<file path="src/rtl/ibex_insn_encoder.sv">
// RV32I field-level instruction encoder with an output FIFO, feeding the decoder harness.
// Illegal requests are stored as an all-zero word tagged illegal and counted.
module ibex_insn_encoder #(
   parameter int unsigned DEPTH = 4,
   parameter int unsigned CNT_W = 16
) (
   input  logic             clk_i,
   input  logic             rst_ni,
   input  logic             flush_i,
   input  logic             req_valid_i,
   output logic             req_ready_o,
   input  logic [2:0]       req_class_i,
   input  logic [3:0]       req_op_i,
   input  logic [1:0]       req_size_i,
   input  logic             req_unsigned_i,
   input  logic [4:0]       req_rd_i,
   input  logic [4:0]       req_rs1_i,
   input  logic [4:0]       req_rs2_i,
   input  logic [19:0]      req_imm_i,
   output logic             insn_valid_o,
   input  logic             insn_ready_i,
   output logic [31:0]      insn_o,
   output logic             insn_illegal_o,
   output logic [CNT_W-1:0] emit_cnt_o,
   output logic [CNT_W-1:0] illegal_cnt_o
);

   localparam int unsigned PtrW = (DEPTH > 1) ? $clog2(DEPTH) : 1;
   localparam int unsigned OccW = $clog2(DEPTH + 1);
   localparam logic [OccW-1:0] FullCnt = OccW'(DEPTH);

   logic [2:0]  funct3;
   logic [6:0]  funct7;
   logic        op_ok;
   logic        is_shift;
   logic        illegal;
   logic [11:0] i_imm;
   logic [31:0] enc_word;

   always_comb begin
      funct3   = 3'b000;
      funct7   = 7'b0000000;
      op_ok    = 1'b1;
      is_shift = 1'b0;
      unique case (req_op_i)
         4'd0: funct3 = 3'b000;
         4'd1: begin funct3 = 3'b000; funct7 = 7'b0100000; end
         4'd2: funct3 = 3'b100;
         4'd3: funct3 = 3'b110;
         4'd4: funct3 = 3'b111;
         4'd5: begin funct3 = 3'b101; funct7 = 7'b0100000; is_shift = 1'b1; end
         4'd6: begin funct3 = 3'b101; is_shift = 1'b1; end
         4'd7: begin funct3 = 3'b001; is_shift = 1'b1; end
         4'd8: funct3 = 3'b010;
         4'd9: funct3 = 3'b011;
         default: op_ok = 1'b0;
      endcase
   end

   // Immediate shifts carry funct7 in imm[11:5] and the shift amount in imm[4:0].
   assign i_imm = is_shift ? {funct7, req_imm_i[4:0]} : req_imm_i[11:0];

   always_comb begin
      illegal  = 1'b0;
      enc_word = 32'h0000_0000;
      unique case (req_class_i)
         3'd0: begin
            illegal  = !op_ok;
            enc_word = {funct7, req_rs2_i, req_rs1_i, funct3, req_rd_i, 7'b0110011};
         end
         3'd1: begin
            illegal  = !op_ok || (req_op_i == 4'd1);
            enc_word = {i_imm, req_rs1_i, funct3, req_rd_i, 7'b0010011};
         end
         3'd2: begin
            illegal  = (req_size_i == 2'd3) || ((req_size_i == 2'd2) && req_unsigned_i);
            enc_word = {req_imm_i[11:0], req_rs1_i, req_unsigned_i, req_size_i, req_rd_i,
                        7'b0000011};
         end
         3'd3: begin
            illegal  = (req_size_i == 2'd3);
            enc_word = {req_imm_i[11:5], req_rs2_i, req_rs1_i, 1'b0, req_size_i,
                        req_imm_i[4:0], 7'b0100011};
         end
         3'd4: enc_word = {req_imm_i, req_rd_i, 7'b0110111};
         default: illegal = 1'b1;
      endcase
      if (illegal) begin
         enc_word = 32'h0000_0000;
      end
   end

   logic [31:0]      mem_q [DEPTH];
   logic [DEPTH-1:0] ill_q;
   logic [PtrW-1:0]  wptr_q, rptr_q;
   logic [OccW-1:0]  count_q;
   logic [CNT_W-1:0] emit_q, ill_cnt_q;
   logic             push, pop;

   assign req_ready_o    = (count_q != FullCnt) && !flush_i;
   assign insn_valid_o   = (count_q != '0);
   assign push           = req_valid_i && req_ready_o;
   assign pop            = insn_valid_o && insn_ready_i && !flush_i;
   assign insn_o         = insn_valid_o ? mem_q[rptr_q] : 32'h0000_0000;
   assign insn_illegal_o = insn_valid_o & ill_q[rptr_q];
   assign emit_cnt_o     = emit_q;
   assign illegal_cnt_o  = ill_cnt_q;

   // Storage needs no reset: stale entries are never visible while count is zero.
   always_ff @(posedge clk_i) begin
      if (push) begin
         mem_q[wptr_q] <= enc_word;
      end
   end

   always_ff @(posedge clk_i or negedge rst_ni) begin
      if (!rst_ni) begin
         ill_q     <= '0;
         wptr_q    <= '0;
         rptr_q    <= '0;
         count_q   <= '0;
         emit_q    <= '0;
         ill_cnt_q <= '0;
      end else begin
         if (flush_i) begin
            wptr_q  <= '0;
            rptr_q  <= '0;
            count_q <= '0;
         end else begin
            if (push) begin
               ill_q[wptr_q] <= illegal;
               wptr_q        <= wptr_q + PtrW'(1);
            end
            if (pop) begin
               rptr_q <= rptr_q + PtrW'(1);
            end
            if (push && !pop) begin
               count_q <= count_q + OccW'(1);
            end else if (pop && !push) begin
               count_q <= count_q - OccW'(1);
            end
         end
         if (pop) begin
            emit_q <= emit_q + CNT_W'(1);
         end
         if (push && illegal && !(&ill_cnt_q)) begin
            ill_cnt_q <= ill_cnt_q + CNT_W'(1);
         end
      end
   end

endmodule

</file>
<file path="config.mk">
export PLATFORM = sky130hd
export DESIGN_NAME = ibex_insn_encoder
export DESIGN_NICKNAME = d
export VERILOG_FILES = /design/src/rtl/ibex_insn_encoder.sv
export SDC_FILE = /design/constraint.sdc
export NUM_CORES = 1
export LEC_CHECK = 0
export CORE_MARGIN = 10
export CORE_UTILIZATION = 54
export DETAILED_ROUTE_END_ITERATION = 12
export GPL_TIMING_DRIVEN = 0
export PLACE_DENSITY = 0.81
export SLEW_MARGIN = 20
export SYNTH_ARGS = -nofsm -noshare
export SYNTH_HDL_FRONTEND = slang
export SYNTH_SLANG_ARGS = --single-unit
</file>
<file path="constraint.sdc">
create_clock -name clk_i -period 2.6 [get_ports clk_i]
set_input_delay 0.39 -clock clk_i [delete_from_list [all_inputs] [get_ports clk_i]]
set_output_delay 0.39 -clock clk_i [all_outputs]
set_load 0.03 [all_outputs]
</file>
# Word level (Yosys, flattened, before mapping)
# Memories as Yosys holds them, arrays and structs flattened.
# Cells that the tools add are included.
dict set report op_classes {
  eq_ne 16
  n_lt_le_gt_ge 3
  n_reduce_logical 29
  n_bitwise 2
  muxes 23
  n_addsub 6
}
# op n
set op_table {}
lappend op_table {{case mux 32 bit (5 select lines)} 1}
lappend op_table {{two-way mux 32 bit} 2}
lappend op_table {{adder 16 x 1 -> 16 bit (second input constant)} 2}
lappend op_table {{case mux 3 bit (7 select lines)} 1}
lappend op_table {{== test 4 x 3 -> 1 bit (second input constant)} 4}
lappend op_table {{AND reduction 16 bit} 1}
lappend op_table {{two-way mux 12 bit} 1}
lappend op_table {{logical AND 1 bit} 10}
lappend op_table {{OR reduction 10 bit} 1}
lappend op_table {{two-way mux 3 bit} 3}
lappend op_table {{== test 4 x 2 -> 1 bit (second input constant)} 2}
lappend op_table {{== test 4 bit (second input constant)} 2}
lappend op_table {{two-way mux 2 bit} 4}
lappend op_table {{== test 3 x 2 -> 1 bit (second input constant)} 2}
lappend op_table {{less-than comparator 2 x 3 -> 1 bit (second input constant)} 2}
lappend op_table {{two-way mux 1 bit} 6}
lappend op_table {{two-way mux 6 bit} 1}
lappend op_table {{nonzero test 3 bit} 2}
lappend op_table {{logical NOT 1 bit} 5}
lappend op_table {{case mux 1 bit (5 select lines)} 1}
lappend op_table {{adder 2 x 1 -> 2 bit (second input constant)} 2}
lappend op_table {{bitwise mux 4 bit} 1}
lappend op_table {{== test 2 bit (second input constant)} 2}
lappend op_table {{== test 4 x 1 -> 1 bit (second input constant)} 1}
lappend op_table {{17 further kinds} 20}
dict set report totals {
  ram_bits 128
  wordCells 86
  register_bits 43
  in_bits 50
  n_memories 1
}
# name depth word_bits rd rd_ports_with_merged_regs write_ports line_no
set memory_table {}
lappend memory_table {mem_q 4 32 1 0 1 93} ;# logic [31:0] mem_q [DEPTH];

# Logic depth before layout (Yosys ltp)
# Gate-level depths: netlist of the first run.
dict set report depth {
  depth_word 8
  depth_mapped 9
  mapped_depth_nobuf 7
}

# Least setup slack after synthesis of the first run
# No wires, ideal clock.
dict set report synth_path {
  kind {register to register}
  startpoint {register count_q[2]}
  endpoint {memory mem_q[1][10], enable pin}
  arrival_time_ns 1.939
  setup_slack_ns 0.271
  n_path_buf 1
  required_ns 2.210
  stages_incl_launch_ff 5
  setup_ns 0.390
  period_less_slack_ns 2.329
  path_cell_list {dfrtp_1 > nor3b_2 > nor2_1 > clkbuf_1 > and2_1}
}
dict set report synth_between {
  elab_chain_len 5
}
# element line_no
set synth_lines {}
lappend synth_lines {{start: declaration} 96} ;# logic [OccW-1:0] count_q;
lappend synth_lines {{start signal: assignment} 138} ;# count_q <= count_q + OccW'(1);
lappend synth_lines {{start signal: assignment} 140} ;# count_q <= count_q - OccW'(1);
lappend synth_lines {{inequality test 3 bit} 100} ;# assign req_ready_o = (count_q != FullCnt) && !flush_i;
lappend synth_lines {{logical AND 1 bit} 100}
lappend synth_lines {{logical AND 1 bit} 102} ;# assign push = req_valid_i && req_ready_o;
lappend synth_lines {{two-way mux 1 bit} 111} ;# if (push) begin
lappend synth_lines {{two-way mux 1 bit (implied by the code)} 112} ;# mem_q[wptr_q] <= enc_word;
lappend synth_lines {{end: declaration} 93}
# No other way between the ends.

# Final worst setup path of the first run
dict set report layout_path {
  startpoint {register rptr_q[0]}
  endpoint {output insn_o[14]}
}
dict set report layout_between {
  elab_chain_len 2
}
# element line_no
set layout_lines {}
lappend layout_lines {{start: declaration} 95} ;# logic [PtrW-1:0] wptr_q, rptr_q;
lappend layout_lines {{start signal: assignment} 135} ;# rptr_q <= rptr_q + PtrW'(1);
lappend layout_lines {{memory read (4 x 32 bit)} --}
lappend layout_lines {{two-way mux 32 bit} 104} ;# assign insn_o = insn_valid_o ? mem_q[rptr_q] : 32'h0000_0000;
lappend layout_lines {{end: declaration} 22} ;# output logic [31:0] insn_o,
# No other way between the ends.

==> results of run 1 <==
==> flip-flops by register name, indices dropped and copies added, names as in the netlist <==
signal and flops:
count_q 3, emit_cnt_o 16, ill_q 4, illegal_cnt_o 16
mem_q 116, rptr_q 2, wptr_q 2
==> placed cells by master (no fill, tap or decap), types with 3 or more instances in the layout <==
cell type	synthesis	final
sky130_fd_sc_hd__nor3_1	9	8
sky130_fd_sc_hd__clkbuf_16	0	17
sky130_fd_sc_hd__clkdlybuf4s50_1	0	77
sky130_fd_sc_hd__nor4_1	4	4
sky130_fd_sc_hd__edfxtp_1	116	116
sky130_fd_sc_hd__buf_4	4	8
sky130_fd_sc_hd__dlygate4sd2_1	0	22
sky130_fd_sc_hd__clkbuf_2	0	9
sky130_fd_sc_hd__xnor2_1	17	17
sky130_fd_sc_hd__o21ai_0	4	4
sky130_fd_sc_hd__nand2b_1	4	4
sky130_fd_sc_hd__xor2_1	18	18
sky130_fd_sc_hd__mux2i_1	4	4
sky130_fd_sc_hd__mux4_2	30	30
sky130_fd_sc_hd__nor2_1	41	41
sky130_fd_sc_hd__inv_1	7	7
sky130_fd_sc_hd__nor2b_1	31	31
sky130_fd_sc_hd__a22o_1	14	14
sky130_fd_sc_hd__a21oi_1	9	9
sky130_fd_sc_hd__nand3_1	10	10
sky130_fd_sc_hd__ha_1	6	6
sky130_fd_sc_hd__nand2_1	19	19
sky130_fd_sc_hd__clkinv_2	0	4
sky130_fd_sc_hd__clkbuf_1	11	9
sky130_fd_sc_hd__mux2_2	4	4
sky130_fd_sc_hd__and2_2	0	4
sky130_fd_sc_hd__a22oi_1	6	6
sky130_fd_sc_hd__buf_12	0	5
sky130_fd_sc_hd__clkinv_1	1	3
sky130_fd_sc_hd__nor4b_2	3	3
sky130_fd_sc_hd__buf_2	8	8
sky130_fd_sc_hd__nand4_1	13	13
sky130_fd_sc_hd__dfrtp_1	43	42
==> routing by layer <==
| metal | up-vias | track usage | routed length, µm |
|---|---|---|---|
| met3 | 33 | 0.0619 | 1320 |
| met2 | 177 | 0.329 | 8880 |
| met1 | 2283 | 0.233 | 6770 |
| li1 | 2089 | - | - |
| met4 | 4 | 0.0778 | 351 |
| met5 | - | 0 | 32 |
==> cell families after synthesis <==
kind of cell | after synthesis
AND/OR/NAND/NOR | 156
multiplexers | 39
adder cells (fa/ha/maj) | 7
buffers and inverters | 35
AO/OA/AOI/OAI | 48
other | 1
flip-flops | 159
XOR/XNOR | 35
==> power by group <==
part / internal, mW / switching [mW] / total (mW)
Clock: 1.40 / 0.956 / 2.36
Combinational: 1.33 / 1.92 / 3.24
Sequential: 3.01 / 0.216 / 3.23
Total: 5.74 / 3.09 / 8.83
==> critical path, stage by stage (launching register included) <==
cell	delay [ps]
sky130_fd_sc_hd__dfrtp_2	440
sky130_fd_sc_hd__buf_6	230
sky130_fd_sc_hd__mux4_2	510
sky130_fd_sc_hd__nor2b_1	170
sky130_fd_sc_hd__dlygate4sd2_1	370
==> final timing paths <==
check                           slack [ps]        endpoint
worst max-delay path                    60      insn_o[14]
worst min-delay path                   400  emit_cnt_o[15]
worst max register to register         220      count_q[2]
worst min register to register         480  emit_cnt_o[15]
max in group asynchronous             1710       rptr_q[0]
min in group clk_i                     480  emit_cnt_o[15]
==> cell type report <==
cell class | instances | area (µm²)
antenna | 1 | 2.50
buffer | 25 | 165
clock buffer | 20 | 437
clock inverter | 12 | 120
fill | 849 | 3620
inverter | 9 | 38.8
multi-input combinational | 287 | 2440
sequential | 159 | 4560
tap | 172 | 215
timing repair buffer | 119 | 1170
==> metrics by stage <==
step | total power [mW] | cells | setup TNS (ps)
floorplan | 5.29 | 481 | 0
global placement | 6.53 | 763 | -108770
detailed placement | 6.65 | 768 | -21350
CTS | 8.93 | 803 | -11.2
global route | 9.25 | 803 | 0
finish | 8.83 | 804 | 0
==> repair_timing <==
item                                    in CTS  in global routing
resized for setup                           53                 16
hold buffers                                 1                  0
buffers inserted                             3                  0
pin swaps                                    1                  0
endpoints found under the hold margin       13                  0
endpoints found under the setup margin      32                 11
==> results, run 1 <==
- Timing would allow up to 394 MHz.
- Measured on the finished design, the core utilization comes to 0.716.
- In the routed design, unresolved DRC markers number 0.
- The worst pin sits at a relative slew slack of 0.455.
- The worst hold path belongs to the class input port to asynchronous set/reset pin.
- At the worst endpoint, the arrival time is 2150 ps.
- The floorplan step set the die height to 135 µm.
- The proportion of layout cells with a drive suffix above 1 is 0.189.
- The final-report hold violation count is 0.
- The half-perimeter wire length after placement is 12.1 mm.
- The count of flip-flops with a built-in enable after synthesis is 116.
- Hold timing on the final database bottoms out at a slack of 398 ps.
- The post-synthesis mux area share is 0.108.
- For this run, the number of Yosys warnings is 0.
- The number of top-level pins is 117.
- In this run the number of H-tree levels came out at 4.
- The area of the die is 18,200 µm².
- Setup repair after global routing left no endpoint under its margin.
- The startpoint identified for the worst register-to-register timing path is count_q[2].
- The buffer depth of the longest clock path is 2.
- The total clock sinks is 159.
- The number of distinct library cells after synthesis is 57.
- Ranked by total cell area, the synthesized netlist is headed by sky130_fd_sc_hd__edfxtp_1 (49%), sky130_fd_sc_hd__dfrtp_1 (15%), sky130_fd_sc_hd__mux4_2 (9.5%).
- The standard-cell row count is 41.
- In the synthesized netlist, the cells that appear most often are sky130_fd_sc_hd__edfxtp_1 (116), sky130_fd_sc_hd__dfrtp_1 (43), sky130_fd_sc_hd__nor2_1 (41), sky130_fd_sc_hd__nor2b_1 (31), sky130_fd_sc_hd__mux4_2 (30).
- Clock latency on the worst-skew pair, taken at its later pin, is 420 ps.
- The most frequently used cell type in the post-synthesis netlist is sky130_fd_sc_hd__edfxtp_1.
- Global routing finished with a remaining overflow of 0.
- The share of the yosys chip area belonging to registers is 0.638.
- The die is 135 µm wide.
- The clock tree root buffer cell is sky130_fd_sc_hd__clkbuf_16.
- The worst setup path is captured at an output port.
- At the placement stage, the worst setup path has a slack of -353 ps.
- The number of clock buffers inserted by TritonCTS is 17.
- Summed over all layers, the routed wires come to 17.4 mm.
- The pin slew with the least headroom to its limit is 811 ps.
- The number of global-route vias before repair is 4,922.
- The max-capacitance violation count is 0.
- The final clock skew is 6.32 ps.
- The pin count of the biggest net entering global routing is 31.
- In the global route stage, overall resource usage came out at 0.197.
- Clock-pin slew was measured on the worst setup and hold paths at 60 ps.
- The cell accounting for the most synthesized area is sky130_fd_sc_hd__edfxtp_1.
- In this run the static leakage power is 3.43 nW.
- The peak ir drop on the vdd network is 0.000673 V.
- The final instance area is 9150 µm².
- In this run the worst path has a maximum fanout of 10.
- The final route contains 4,586 vias.
- After synthesis, the largest family of logic cells by area is simple AND/OR/NAND/NOR gates.
- The element type at the critical path start is a flop.
- Dividing total power by cell area gives a power density of 965 nW/µm².
- The minimum period implied by the final worst setup slack is 2540 ps.
- The final layout contains 675 nets.
- The simple logic cell fraction of the synthesized area is 0.122.
- The startpoint of the worst setup timing path is rptr_q[0].
- Before antenna repair, the detailed router went through 5 iterations.
- Once detail routing completed, the nets flagged for antenna violations numbered 0.
- For this run, asynchronously set or reset flops after synthesis account for 0.270.
- After synthesis, the mean cell area works out to 14.9 µm².
- The final clock period utilization by the worst path is 0.975.
- By startpoint and endpoint, the worst setup path is classified as flop to output port.
- The number of buffers inserted by port buffering is 110.
- The core region is 12,800 µm².
- The xor and xnor area share after synthesis is 0.0429.
- Dividing the detail-routed wire length by the instance count gives 21.6 µm.
- For this run, the leading register cell type out of synthesis is sky130_fd_sc_hd__edfxtp_1.
- The synthesized design contains 159 register bits.
- The arithmetic-cell share of the synthesized area counting full adders, half adders and majority gates is 0.0133.
- The initial antenna violation count came to 2.
- TritonCTS built the clock tree.
- Data on the critical path is required at its endpoint by 2210 ps.
- The cell depth of the worst flop-to-flop path is 7.
- The worst path setup slack after routing is 64.5 ps.
- For this block, the initial DRC count from the detailed router was 442.
- The area growth from synthesis to layout is 28.0%.
- The number of failing setup endpoints in the final timing report is 0.
- The weighted congestion at the end of routability-driven global placement is 0.853.
- The fraction of the mapped netlist area in compound gates is 0.0518.
- The flow ran to the end, and the final reports show no timing, DRC or antenna violations.
- The first global-routing pass estimated 27.5 mm of wire.
- The synthesized cell area is 7150 µm².
- The number of standard cells after synthesis is 480.
- In the routed layout, each cell is associated on average with a via count of 5.70.
- The number of max-slew violations in the final report came to 0.
- The area after detailed placement is 8570 µm².
- For this configuration, the core starts out at a cell density of 0.560.
- Of the post-synthesis cell area, the dominant cell type holds 0.487.
(Power assumes the default switching activity.)
==> inputs of run 2 (changes only) <==
clock period = 2.7 ns   (was 2.6 ns; I/O delays follow)
==> run 2 against run 1 <==
  * Combinational power down 4%
  * Clock power shrank 4%
  * Critical endpoint is now insn_o[30]
  * Non-clock buffer count is 1 lower
  * Sequential share of layout area is essentially flat
  * Largest power group is now registers
  * First-iteration DRC count down 0.90%
  * Cell area is essentially flat
  * Clock-buffer cell count did not move
  * Final cell count shrank 0.12%
  * Flip-flop and latch count unchanged
  * Clock skew barely moved
  * Die area is the same
==> results, run 2 (synthesis gave the netlist of run 1 again) <==
- The first global-routing pass estimated 27.6 mm of wire.
- The peak fanout along the critical path is 10.
- The final-layout worst hold slack is 416 ps.
- CTS saw 159 sinks.
- The headroom to the max-slew limit is 0.448.
- The number of max-slew violations in the final report is 0.
- For this run, design rule violations remaining after detail routing come to 0.
- The register with the most flip-flops in the layout has 116 of them.
- Clock-pin slew was measured on the worst setup and hold paths at 60 ps.
- The worst hold path belongs to the class input port to asynchronous set/reset pin.
- On the worst path, the slowest cell contributes a delay of 530 ps.
- The global-route total usage across every layer is 0.198.
- The initial antenna violation count came to 2.
- Once placement completed, the tool counted placed cells totaling 768.
- The top cell types in the final layout, fill and taps aside, are sky130_fd_sc_hd__edfxtp_1 (116), sky130_fd_sc_hd__clkdlybuf4s50_1 (78), sky130_fd_sc_hd__dfrtp_1 (42).
- In this run the remaining antenna-violating nets after routing total 0.
- In this run the power density over the cells is 928 nW/µm².
- The first detailed-routing pass ran for 5 iterations.
- The floorplan has 41 rows.
- The vias per cell is 5.70.
- Summing all non-filler instances in the final layout gives an area of 9160 µm².
- The congestion estimate from routability-driven global placement came to 0.853.
- The number of failing setup endpoints in the final timing report is 0.
- The die width is 135 µm.
- The number of DRC markers in iteration 0 is 438.
- The final wirelength is 17.4 mm.
- The leading cell type in the layout, fill and taps excluded is sky130_fd_sc_hd__edfxtp_1.
- Relative to the synthesized area, the layout overhead comes to 28.1%.
- The peak ir drop on the vdd network is 0.000649 V.
- The latest clock arrival within the worst-skew pair is 420 ps.
- STA puts the critical path data arrival time at 2180 ps.
- For the finished layout, the period the worst path requires is 2580 ps.
- The analysis attributes to cell leakage a power of 3.45 nW.
- The number of buffers inserted by port buffering is 110.
- The flow ran to the end, and the final reports show no timing, DRC or antenna violations.
- In this run the cell area measured after placement is 8570 µm².
- The buffer depth of the longest clock path is 2.
- The effective utilization at floorplan is 0.560.
- The critical path is of the flop to output port type.
- The core area is 12,800 µm².
- During I/O placement, the number of pins put on the boundary was 117.
- The half-perimeter wire length after placement is 12.1 mm.
- The largest register by flop count is mem_q.
- The number of nets at the end of the flow is 674.
- The count of vias placed by the detailed router is 4,578.
- The pin slew with the least headroom to its limit is 821 ps.
- The tool flagged a number of max-cap violations equal to 0.
- The clock tree root buffer cell is sky130_fd_sc_hd__clkbuf_16.
- The worst setup path is captured at an output port.
- The final clock skew is 5.96 ps.
- The vertical die dimension is 135 µm.
- The final-report hold violation count is 0.
- The element type at the critical path start is a flop.
- For this run, the top clock speed supported by timing is 387 MHz.
- TritonCTS built the clock tree.
- The slowest stage of the critical path is the sky130_fd_sc_hd__mux4_2 cell.
- In the final layout, the share of cells above drive strength 1 is 0.175.
- The final clock period utilization by the worst path is 0.956.
- The die covers 18,200 µm².
- The number of levels in the clock H-tree is 4.
- At the end of the flow the core is filled with cells to 0.717.
- The critical path required time is 2300 ps.
- The number of clock buffers added by TritonCTS is 17.
- Setup repair after global routing left no endpoint under its margin.
- The post-placement worst setup slack is -268 ps.
- After detailed routing, the average wire length per cell comes to 21.7 µm.
- The number of standard cells in the final layout excluding fillers is 803.
- The number of global-route vias before repair is 4,917.
- Entering global routing, the biggest net connects 31 pins.
- The final global-route overflow total is 0.
- In the post-route analysis, the smallest setup slack over all paths is 118 ps.
- The critical path goes through buf_4 > mux4_2 > nor2b_1 > dlygate4sd2_1.
run 2: cell count changes in the layout (fill, tap and decap cells not counted), sizes merged:
cell and delta:
dlygate4sd2 +7, clkbuf -6, buf -2, clkdlybuf4s15 -1
clkdlybuf4s50 +1
run 2: critical path, delay by kind of cell (launching register included):
family / cells / cell delay, ps
buffers and inverters: 2 / 620
DFF: 1 / 460
muxes: 1 / 530
and+or+nand+nor: 1 / 140
run 2: through the flow:
stage	power (mW)	TNS, ps
2_1_floorplan	5.10	0
3_3_place_gp	6.29	-94370
3_5_place_dp	6.40	-8190
4_1_cts	8.56	0
5_1_grt	8.89	0
6_report	8.49	0
run 2: path summary, 6_finish.rpt:
check | from | to | slack [ps] | cells past startpoint
max in group asynchronous | rst_ni | rptr_q[0] | 1800 | 3
min in group clk_i | emit_cnt_o[15] | emit_cnt_o[15] | 480 | 1
setup reg to reg | count_q[2] | mem_q[3][18] | 320 | 5
hold reg to reg | emit_cnt_o[15] | emit_cnt_o[15] | 480 | 1
hold / removal | rst_ni | emit_cnt_o[15] | 420 | 2
setup / recovery | rptr_q[0] | insn_o[30] | 120 | 4
run 2: area by class of cell:
cell class	count	area (µm²)
diodes	1	2.50
flip-flops and latches	159	4560
inverters	9	38.8
well taps	172	215
clock buffers	20	437
fillers	849	3620
clock inverters	12	120
plain buffers	25	163
repair buffers	118	1180
multi-input cells	287	2440
run 2: timing repair:
item                                    CTS  global route
endpoints found under the setup margin   32             3
buffers inserted                          2             0
resized for setup                        46             6
endpoints found under the hold margin    13             0
pin swaps                                 0             0
hold buffers                              1             0
run 2: layer usage:
metal  vias to the layer above  GRT usage  share of wire
met4                         4     0.0831          0.025
met5                         -          0         0.0018
met2                       152      0.327           0.51
met1                      2298      0.235           0.39
met3                        34     0.0619          0.075
li1                       2090          -              -
run 2: power breakdown:
part | switching [mW] | internal (mW) | leakage, nW
combinational | 1.84 | 1.27 | 1.53
clock | 0.921 | 1.35 | 0.269
sequential | 0.213 | 2.90 | 1.65
total | 2.97 | 5.52 | 3.45
==> inputs of run 3 (changes only) <==
TNS_END_PERCENT = 1   (was unset)
==> run 3 against run 2 <==
  * Worst setup slack worse by 45 ps
  * Sequential share of layout area about the same
  * Clock power about the same
  * Power about the same
  * Combinational power about the same
  * Via count about the same
  * First-iteration DRC count unchanged
  * Maximum frequency down 1.7%
  * Wire length down 0.63%
  * Hold slack worse by 3.9 ps
  * Die area unchanged
  * Critical path depth unchanged
==> results, run 3 (synthesis gave the netlist of run 1 again) <==
- Between clock sinks in the finished design, the worst skew comes to 6.15 ps.
- TritonCTS built the clock tree.
- Once the clock tree was built, the setup fixing pass inserted 0 buffers.
- The final wirelength is 17.3 mm.
- Across the VDD grid, the largest voltage drop is 0.000656 V.
- The slowest library cell on the worst path is sky130_fd_sc_hd__dfrtp_2.
- The congestion estimate from routability-driven global placement came to 0.853.
- For this design the static power due to leakage is 3.43 nW.
- The first global-routing pass estimated 27.4 mm of wire.
- The critical setup path kind is flop to output port.
- The count of vias placed by the detailed router is 4,575.
- Once placement completed, the tool counted placed cells totaling 768.
- The share of total power in sequential cells is 0.368.
- The vias per cell is 5.71.
- The first TritonRoute pass finished after 6 iterations.
- The pin slew with the least headroom to its limit is 818 ps.
- Detailed placement finished with a half-perimeter wire length of 12.1 mm.
- After the first detailed-routing iteration, the DRC count stood at 438.
- The area after detailed placement is 8570 µm².
- The number of nets at the end of the flow is 672.
- Max-cap violations in this run came to 0.
- The met3 routed wirelength is 1.28 mm.
- The die width is 135 µm.
- The number of failing setup endpoints in the final timing report is 0.
- The number of fillers in the final layout is 852.
- Derived from the worst setup path, the maximum achievable clock frequency is 381 MHz.
- The startpoint identified for the worst register-to-register timing path is count_q[2].
- Of the total power, the share spent switching nets is 0.350.
- Setup repair after global routing could not meet its margin everywhere.
- In the layout the commonest cells are sky130_fd_sc_hd__edfxtp_1 (116), sky130_fd_sc_hd__clkdlybuf4s50_1 (79), sky130_fd_sc_hd__dfrtp_1 (42).
- For this design the total switching power over the nets is 2.97 mW.
- The die is 135 µm tall.
- The largest register by flop count is mem_q.
- The buffer depth of the longest clock path is 2.
- The register with the most flip-flops in the layout has 116 of them.
- The detailed router used layers up to and including met5.
- The run finished with clean final reports.
- For the worst flop-to-flop path, the logic depth is 5.
- In this run the worst hold path is classified as input port to asynchronous set/reset pin.
- Counting every sink on the clock net gives 159.
- The effective utilization at floorplan is 0.560.
- The finished cells cover 9150 µm².
- The initial antenna violation count is 2.
- The number of remaining DRC errors is 0.
- At the worst endpoint, the arrival time is 2220 ps.
- The area growth from synthesis to layout is 28.0%.
- Wire segments on met2 add up to 8.86 mm in the final route.
- For the finished layout, the period the worst path requires is 2630 ps.
- The final-report hold violation count came to 0.
- The share of total power dissipated in the clock network is 0.267.
- For the worst-skew pair, the clock arrives at the later sink with an insertion delay of 420 ps.
- The proportion of layout cells with a drive suffix above 1 is 0.172.
- For this run, the total global-route usage over all layers was measured as 0.197.
- The final cell utilization of the core is 0.716.
- In the finished design, the share of the clock period the worst path needs comes to 0.973.
- The finished layout holds 801 standard cells, fillers aside.
- The pin count of the biggest net entering global routing is 31.
- The largest single stage delay on the critical path is 510 ps.
- The wire length per cell is 21.6 µm.
- The area of the die is 18,200 µm².
- The combinational fraction of design power is 0.365.
- The peak fanout along the critical path is 10.
- In this run the remaining antenna-violating nets after routing total 0.
- The power density of the placed cells is 928 nW/µm².
- The number of buffers inserted by port buffering is 110.
- The H-tree was split into 4 levels.
- The worst register-to-register path ends at mem_q[3][19].
- After detailed routing, the wire length on met1 is 6.79 mm.
- Measured against its own limit, the worst slew margin works out to 0.450.
- The number of max-slew violations in the final report came to 0.
- STA classifies the critical path startpoint as a flop.
- For the worst setup path, the data required time is 2300 ps.
- In this run the clock root is driven by a sky130_fd_sc_hd__clkbuf_16.
- The number of global-route vias before repair is 4,886.
- The internal portion of the total power is 5.52 mW.
- For this design the top-level I/O count stands at 117.
- Leaving out fill and tap cells, the most frequent cell in the layout is sky130_fd_sc_hd__edfxtp_1.
- The final global-route overflow total is 0.
- TritonCTS created 17 clock buffers.
- The critical path goes through buf_8 > mux4_2 > nor2b_1 > dlygate4sd2_1.
- The floorplan has 41 rows.
- The critical path endpoint category is an output port.
- After clock tree synthesis, the clock-pin slew on the worst setup and hold paths is 60 ps.
- The register-to-register setup slack is 300 ps.
- The core area is 12,800 µm².
## run 3: layout make-up
class / count / area, µm² / area share
Inverter: 9 / 38.8 / 0.00424
Sequential cell: 159 / 4560 / 0.498
Antenna cell: 1 / 2.50 / 0.000274
Multi-Input combinational cell: 287 / 2440 / 0.267
Tap cell: 172 / 215 / 0.0235
Timing Repair Buffer: 116 / 1170 / 0.128
Clock buffer: 20 / 437 / 0.0477
Clock inverter: 12 / 120 / 0.0131
Buffer: 25 / 165 / 0.0181
## run 3: worst max-delay path, delay by kind of cell, from the launching register on
| family | cells | cell delay (ps) |
|---|---|---|
| buf+inv | 2 | 610 |
| flops | 1 | 510 |
| mux | 1 | 500 |
| simple gates | 1 | 170 |
## run 3: worst max path at each step
stage / slack (ps) / cells past startpoint / end / from
floorplan: 370 / 4 / mem_q[1][10] / count_q[2]
global placement: -770 / 5 / mem_q[0][19] / flush_i
detailed placement: -270 / 4 / insn_o[14] / count_q[0]
CTS: 30 / 4 / insn_o[30] / rptr_q[0]
global route: -6 / 4 / insn_valid_o / count_q[1]
finish: 70 / 4 / insn_o[14] / rptr_q[0]
## run 3: routing by layer
layer  global-route usage  up-vias
met1                0.233     2300
met2                0.327      159
li1                     -     2082
met4               0.0772        4
met5                    0        -
met3               0.0623       30
## run 3: power by group through the flow
stage	registers (mW)	logic [mW]	clock network [mW]
3_3_place_gp	3.11	3.18	0
4_1_cts	3.12	3.15	2.30
2_1_floorplan	3.22	1.88	0
6_report	3.12	3.10	2.27
5_1_grt	3.15	3.33	2.39
3_5_place_dp	3.12	3.28	0
## run 3: stage by stage
stage	power, mW	TNS (ps)	setup slack, ps	hold slack, ps
after global routing	8.88	-6.13	-6.13	452
after detailed placement	6.40	-8190	-268	326
after CTS	8.56	0	27.1	410
after floorplan	5.10	0	371	109
final	8.49	0	73.3	412
after global placement	6.29	-94370	-774	464
## run 3: what timing repair did
item	4_1_cts	5_1_grt
endpoints found under the setup margin	32	12
resized for setup	46	5
hold endpoints to repair	13	0
hold buffers	1	0
